**config.mk**
```make
export PLATFORM = sky130hd
export DESIGN_NAME = dmem_access_ctrl
export DESIGN_NICKNAME = d
export VERILOG_FILES = /design/src/rtl/dmem_access_ctrl.sv
export SDC_FILE = /design/constraint.sdc
export NUM_CORES = 1
export LEC_CHECK = 0
export CELL_PAD_IN_SITES_DETAIL_PLACEMENT = 0
export CELL_PAD_IN_SITES_GLOBAL_PLACEMENT = 1
export CORE_MARGIN = 8
export CORE_UTILIZATION = 37
export CTS_CLUSTER_DIAMETER = 40
export DETAILED_ROUTE_END_ITERATION = 7
export PLACE_DENSITY = 0.95
export SLEW_MARGIN = 30
export SYNTH_ARGS = -nofsm -noshare
export SYNTH_HDL_FRONTEND = slang
export SYNTH_SLANG_ARGS = --single-unit
```
**constraint.sdc**
```tcl
create_clock -name clk -period 4.5 [get_ports clk]
set_input_delay 0.675 -clock clk [delete_from_list [all_inputs] [get_ports clk]]
set_output_delay 0.675 -clock clk [all_outputs]
set_load 0.02 [all_outputs]
```
**src/rtl/dmem_access_ctrl.sv**
```systemverilog
// rtl/dmem_access_ctrl.sv - MEM-stage data-memory access sequencer
//
// Purpose:
//   Sequences single-port synchronous dmem accesses: word reads/writes,
//   sub-word load extraction (lb/lbu/lh/lhu/lw) and read-modify-write
//   merges for sb/sh. Stalls the pipeline until each access acks.
//
// Ports:
//   clk, rst          clock, synchronous active-high reset
//   req_i             access request, held until ack_o
//   instr_i[7:0]      one-hot op {sw,sh,sb,lw,lhu,lh,lbu,lb}
//   addr_i, wdata_i   byte address, store data
//   ack_o             one-cycle completion pulse
//   stall_o           req_i & ~ack_o
//   rdata_o, err_o    registered load result / error, valid with ack_o
//   dmem_*            memory port (en, we, word addr, wdata, rdata)
//
// Optional feature macro: DMEM_ALIGN_TRAP_EN (alignment trap on lh/lhu/sh/lw/sw)

module dmem_access_ctrl #(
  parameter int ADDR_W = 11,
  parameter int RD_LAT = 1
) (
  input  logic              clk,
  input  logic              rst,
  input  logic              req_i,
  input  logic [7:0]        instr_i,
  input  logic [31:0]       addr_i,
  input  logic [31:0]       wdata_i,
  output logic              ack_o,
  output logic              stall_o,
  output logic [31:0]       rdata_o,
  output logic              err_o,
  output logic              dmem_en_o,
  output logic              dmem_we_o,
  output logic [ADDR_W-1:0] dmem_addr_o,
  output logic [31:0]       dmem_wdata_o,
  input  logic [31:0]       dmem_rdata_i
);

  typedef enum logic [2:0] {
    S_IDLE,
    S_READ,
    S_WAIT,
    S_WRITE,
    S_DONE
  } state_t;

  state_t            r_state;
  state_t            w_next;

  logic [7:0]        r_instr;
  logic [ADDR_W+1:0] r_addr;
  logic [31:0]       r_wdata;
  logic [31:0]       r_merge;
  logic [31:0]       r_rdata;
  logic              r_err;
  logic [2:0]        r_cnt;

  logic              w_legal;
  logic              w_misalign;
  logic              w_is_rmw;
  logic [7:0]        w_byte;
  logic [15:0]       w_half;
  logic [31:0]       w_load;
  logic [31:0]       w_merge;
  logic              w_unused;

  // Address bits above the dmem word range are intentionally ignored.
  assign w_unused = &{1'b0, addr_i[31:ADDR_W+2]};

  // Exactly one bit set: nonzero and clearing the lowest set bit leaves zero.
  assign w_legal = (instr_i != 8'd0) && ((instr_i & (instr_i - 8'd1)) == 8'd0);

`ifdef DMEM_ALIGN_TRAP_EN
  assign w_misalign = ((instr_i[2] | instr_i[3] | instr_i[6]) & addr_i[0]) |
                      ((instr_i[4] | instr_i[7]) & (addr_i[1:0] != 2'b00));
`else
  assign w_misalign = 1'b0;
`endif

  assign w_is_rmw = r_instr[5] | r_instr[6];

  // Load extraction from the word returned by memory.
  assign w_byte = dmem_rdata_i[{r_addr[1:0], 3'b000} +: 8];
  assign w_half = r_addr[1] ? dmem_rdata_i[31:16] : dmem_rdata_i[15:0];

  always_comb begin
    w_load = dmem_rdata_i;
    if (r_instr[0])      w_load = {{24{w_byte[7]}}, w_byte};
    else if (r_instr[1]) w_load = {24'd0, w_byte};
    else if (r_instr[2]) w_load = {{16{w_half[15]}}, w_half};
    else if (r_instr[3]) w_load = {16'd0, w_half};
  end

  // Read-modify-write merge: replace only the addressed lane.
  always_comb begin
    w_merge = dmem_rdata_i;
    if (r_instr[5])      w_merge[{r_addr[1:0], 3'b000} +: 8]  = r_wdata[7:0];
    else if (r_instr[6]) w_merge[{r_addr[1], 4'b0000} +: 16] = r_wdata[15:0];
  end

  always_comb begin
    w_next = r_state;
    case (r_state)
      S_IDLE: begin
        if (req_i) begin
          if (!w_legal || w_misalign) w_next = S_DONE;
          else if (instr_i[7])        w_next = S_WRITE;
          else                        w_next = S_READ;
        end
      end
      S_READ:  w_next = S_WAIT;
      S_WAIT: begin
        if (r_cnt == 3'd1) w_next = w_is_rmw ? S_WRITE : S_DONE;
      end
      S_WRITE: w_next = S_DONE;
      S_DONE:  w_next = S_IDLE;
      default: w_next = S_IDLE;
    endcase
  end

  always_ff @(posedge clk) begin
    if (rst) begin
      r_state <= S_IDLE;
      r_instr <= 8'd0;
      r_addr  <= '0;
      r_wdata <= 32'd0;
      r_merge <= 32'd0;
      r_rdata <= 32'd0;
      r_err   <= 1'b0;
      r_cnt   <= 3'd0;
    end else begin
      r_state <= w_next;
      case (r_state)
        S_IDLE: begin
          if (req_i) begin
            r_instr <= instr_i;
            r_addr  <= addr_i[ADDR_W+1:0];
            r_wdata <= wdata_i;
            r_err   <= ~w_legal | w_misalign;
          end
        end
        S_READ: r_cnt <= 3'(RD_LAT);
        S_WAIT: begin
          r_cnt <= r_cnt - 3'd1;
          // Memory data is valid only in the last countdown cycle.
          if (r_cnt == 3'd1) begin
            if (w_is_rmw) r_merge <= w_merge;
            else          r_rdata <= w_load;
          end
        end
        default: ;
      endcase
    end
  end

  // Memory port is a pure decode of state, so a WRITE cycle that coincides
  // with rst still presents the write to memory at that edge.
  assign dmem_en_o    = (r_state == S_READ) || (r_state == S_WRITE);
  assign dmem_we_o    = (r_state == S_WRITE);
  assign dmem_addr_o  = r_addr[ADDR_W+1:2];
  assign dmem_wdata_o = r_instr[7] ? r_wdata : r_merge;

  assign ack_o   = (r_state == S_DONE);
  assign stall_o = req_i & ~ack_o;
  assign rdata_o = r_rdata;
  assign err_o   = r_err;

endmodule

```
==> results by group <==
STA
  • Unrepaired setup endpoints after global routing: false
  • Worst-Margin Slew: 0.940 ns
  • Tmin final: 3.03 ns
  • Slew Viols, Final: 0
  • Setup_tns: 0 ns
  • Fin crit share: 67.3%
  • Fin. Hold Viols: 0
  • Final Setup Violations: 0
  • Clock skew: 0.0123 ns
  • F_max: 330 MHz
  • Worst rel slew slack: 37.2%
  • Hold_ws: 0.450 ns
  • Final worst setup slack: 1.47 ns

Worst setup path
  • Crit end category: output port
  • Setup CP Type: register to output port
  • Reg2Reg Capture Point: r_merge[26]
  • Largest fanout on the critical path: 25
  • Slack of the worst reg-to-reg path: 1.86 ns
  • R2r worst-path depth: 7
  • Worst EP required: 3.83 ns
  • Setup crit start: r_instr[7]
  • Crit path DAT: 2.35 ns
  • Crit path to: dmem_wdata_o[6]
  • Crit start category: register
  • R2r startpoint: r_addr[1]

Clock network
  • Clk slew on worst S/H paths: 0.05 ns
  • Htree depth: 4
  • Post-CTS setup buffers: 0
  • Clock root cell: clkbuf_16
  • CTS Sinks: 123
  • Post-cts sizing count: 0
  • Clock buffer depth: 2
  • Total CTS buffers: 17
  • Cts hold-fix bufs: 0
  • Worst-Skew Late Latency: 0.42 ns
  • TritonCTS clock tree: done

Power and ir drop
  • VDD IR max: 0.262 mV
  • Power Density: 346 nW/um^2
  • Leakage power: 3.32 nW
  • Overall power: 3.02 mW

Yosys
  • Synth top area cells: dfxtp_1, nand2_1, a21oi_1, mux2_2, nor2_1
  • Number of synthesized register bits: 123
  • Avg Inst Size Synth: 8.09 sq um
  • Synthesized cell area: 6460 sq um
  • Post-synth top area share: 38.1%
  • Yosys warns: 0
  • Post-synthesis sequential area ratio: 38.1%
  • Syn nets: 913
  • Unique cell type count in the Yosys netlist: 52
  • FFs w/ async S/R, synth: 0%
  • Post-synth EDFFs: 0
  • Synth Flop Type: dfxtp_1
  • Mapped Cells: 799
  • Yosys top cell by area: dfxtp_1

Global routing
  • GR Overflow Total: 0
  • Vias in the first global route: 5873
  • Initial antenna violation count: 0
  • GRT Resource Usage Total: 18.7%
  • Largest net degree at the start of global routing: 97
  • First-pass GRT wire length: 32300 um

Layout
  • P&R area growth vs syn: 35.0%
  • ANT cells: 0
  • Share of cells above drive strength 1: 10.2%
  • Most frequent cells in the layout: clkdlybuf4s50_1, nand2_1, dfxtp_1
  • Commonest non-fill, non-tap cell in the layout: clkdlybuf4s50_1
  • Nets: 1030
  • Layout Utilization: 50.8%
  • Final cell count without fillers: 1153
  • Final Cell Area: 8720 sq um

Floorplan
  • Initial Util: 37.6%
  • I/O pin count: 187
  • Die W: 148 um
  • Core area: 17200 sq um
  • DIE AREA: 22000 sq um
  • DIE HEIGHT: 148 um
  • Cell row count: 48

Route
  • DR vias: 6126
  • Initial DRC count: 500
  • Drc violations: 0
  • Drt total wl: 21100 um
  • Antenna Nets Post-Route: 0
  • WL/cell: 18.3 um
  • DRT Pass-1 Iters: 5
  • Mean number of vias per cell: 5.31

Hold path
  • Hold/Removal Path Class: register to register

Placed design
  • Placed insts: 1122
  • DP Worst Slack: 1.60 ns
  • Port bufs: 167
  • Dpl cell area: 8080 sq um
  • RD Place Congestion: 0.863
  • Detailed placement HPWL: 14800 um

Run status
  • Status: completed

Job
  • Max cap viols: 0
==> how the worst min path moves through the flow <==
| stage | startpoint | endpoint | slack (ns) | cells past startpoint |
|---|---|---|---|---|
| after global placement | r_wdata[31] | r_wdata[31] | 0.44 | 2 |
| after CTS | r_wdata[23] | r_wdata[23] | 0.45 | 2 |
| after global routing | rdata_o[7] | rdata_o[7] | 0.47 | 2 |
| after detailed placement | rdata_o[7] | rdata_o[7] | 0.45 | 2 |
| final | r_wdata[23] | r_wdata[23] | 0.45 | 2 |
| after floorplan | r_instr[1] | r_instr[1] | 0.43 | 2 |
==> cell type report <==
class	count	area (sq um)
clock inverter	7	135
clock buffer	24	502
timing repair buffer	172	1710
sequential	123	2460
inverter	13	48.8
multi-input combinational	589	3580
tap	225	282
fill	1671	8450
==> Yosys cell counts, types with 2 or more instances <==
cell,n
nor2b_1,12
o21ai_1,9
nor3_1,43
nor2_1,70
o31ai_1,2
mux4_2,8
a221oi_1,16
inv_1,12
mux2_2,32
o21ai_0,18
a211oi_1,18
dfxtp_1,123
a21oi_2,2
nand3_1,3
nor2_2,2
nor2_4,2
buf_6,3
buf_2,22
or2_2,2
nand4b_1,4
and3_1,8
ha_1,7
nand2_1,143
nand2b_1,3
mux2i_1,26
and2_1,3
o21a_1,24
buf_4,14
clkbuf_1,33
nand3b_1,10
a21oi_1,104
==> power breakdown <==
group / switching, mW / internal, mW / total, mW
Sequential: 0.0441 / 1.12 / 1.17
Clock: 0.474 / 0.995 / 1.47
Combinational: 0.209 / 0.176 / 0.385
Total: 0.726 / 2.29 / 3.02
==> kinds of logic after synthesis <==
kind of cell	count (synthesis)	share of synthesized area (%)
simple gates	316	22.5
compound gates	200	19.0
flops	123	38.1
mux	66	12.4
fa+ha+maj	7	1.36
buf+inv	87	6.66
==> layer usage <==
| layer | up-vias | part of all wire [%] | global-route usage [%] |
|---|---|---|---|
| met5 | - | 0 | 0 |
| met4 | 0 | 1.8 | 5.92 |
| met3 | 26 | 7.2 | 5.86 |
| met2 | 210 | 48 | 30.6 |
| met1 | 2879 | 43 | 22.9 |
| li1 | 3011 | - | - |
==> state kept, by name (all words and copies together) (netlist names) <==
signal / flops
r_merge: 32
r_state: 3
r_wdata: 32
err_o: 1
r_instr: 7
r_cnt: 3
r_addr: 13
rdata_o: 32
==> critical path, cell delays in order (launching register included) <==
cell	delay [ns]
dfxtp_1	0.55
buf_4	0.42
mux2_2	0.40
clkdlybuf4s50_1	0.55
Power figures use the tool's default switching activity.
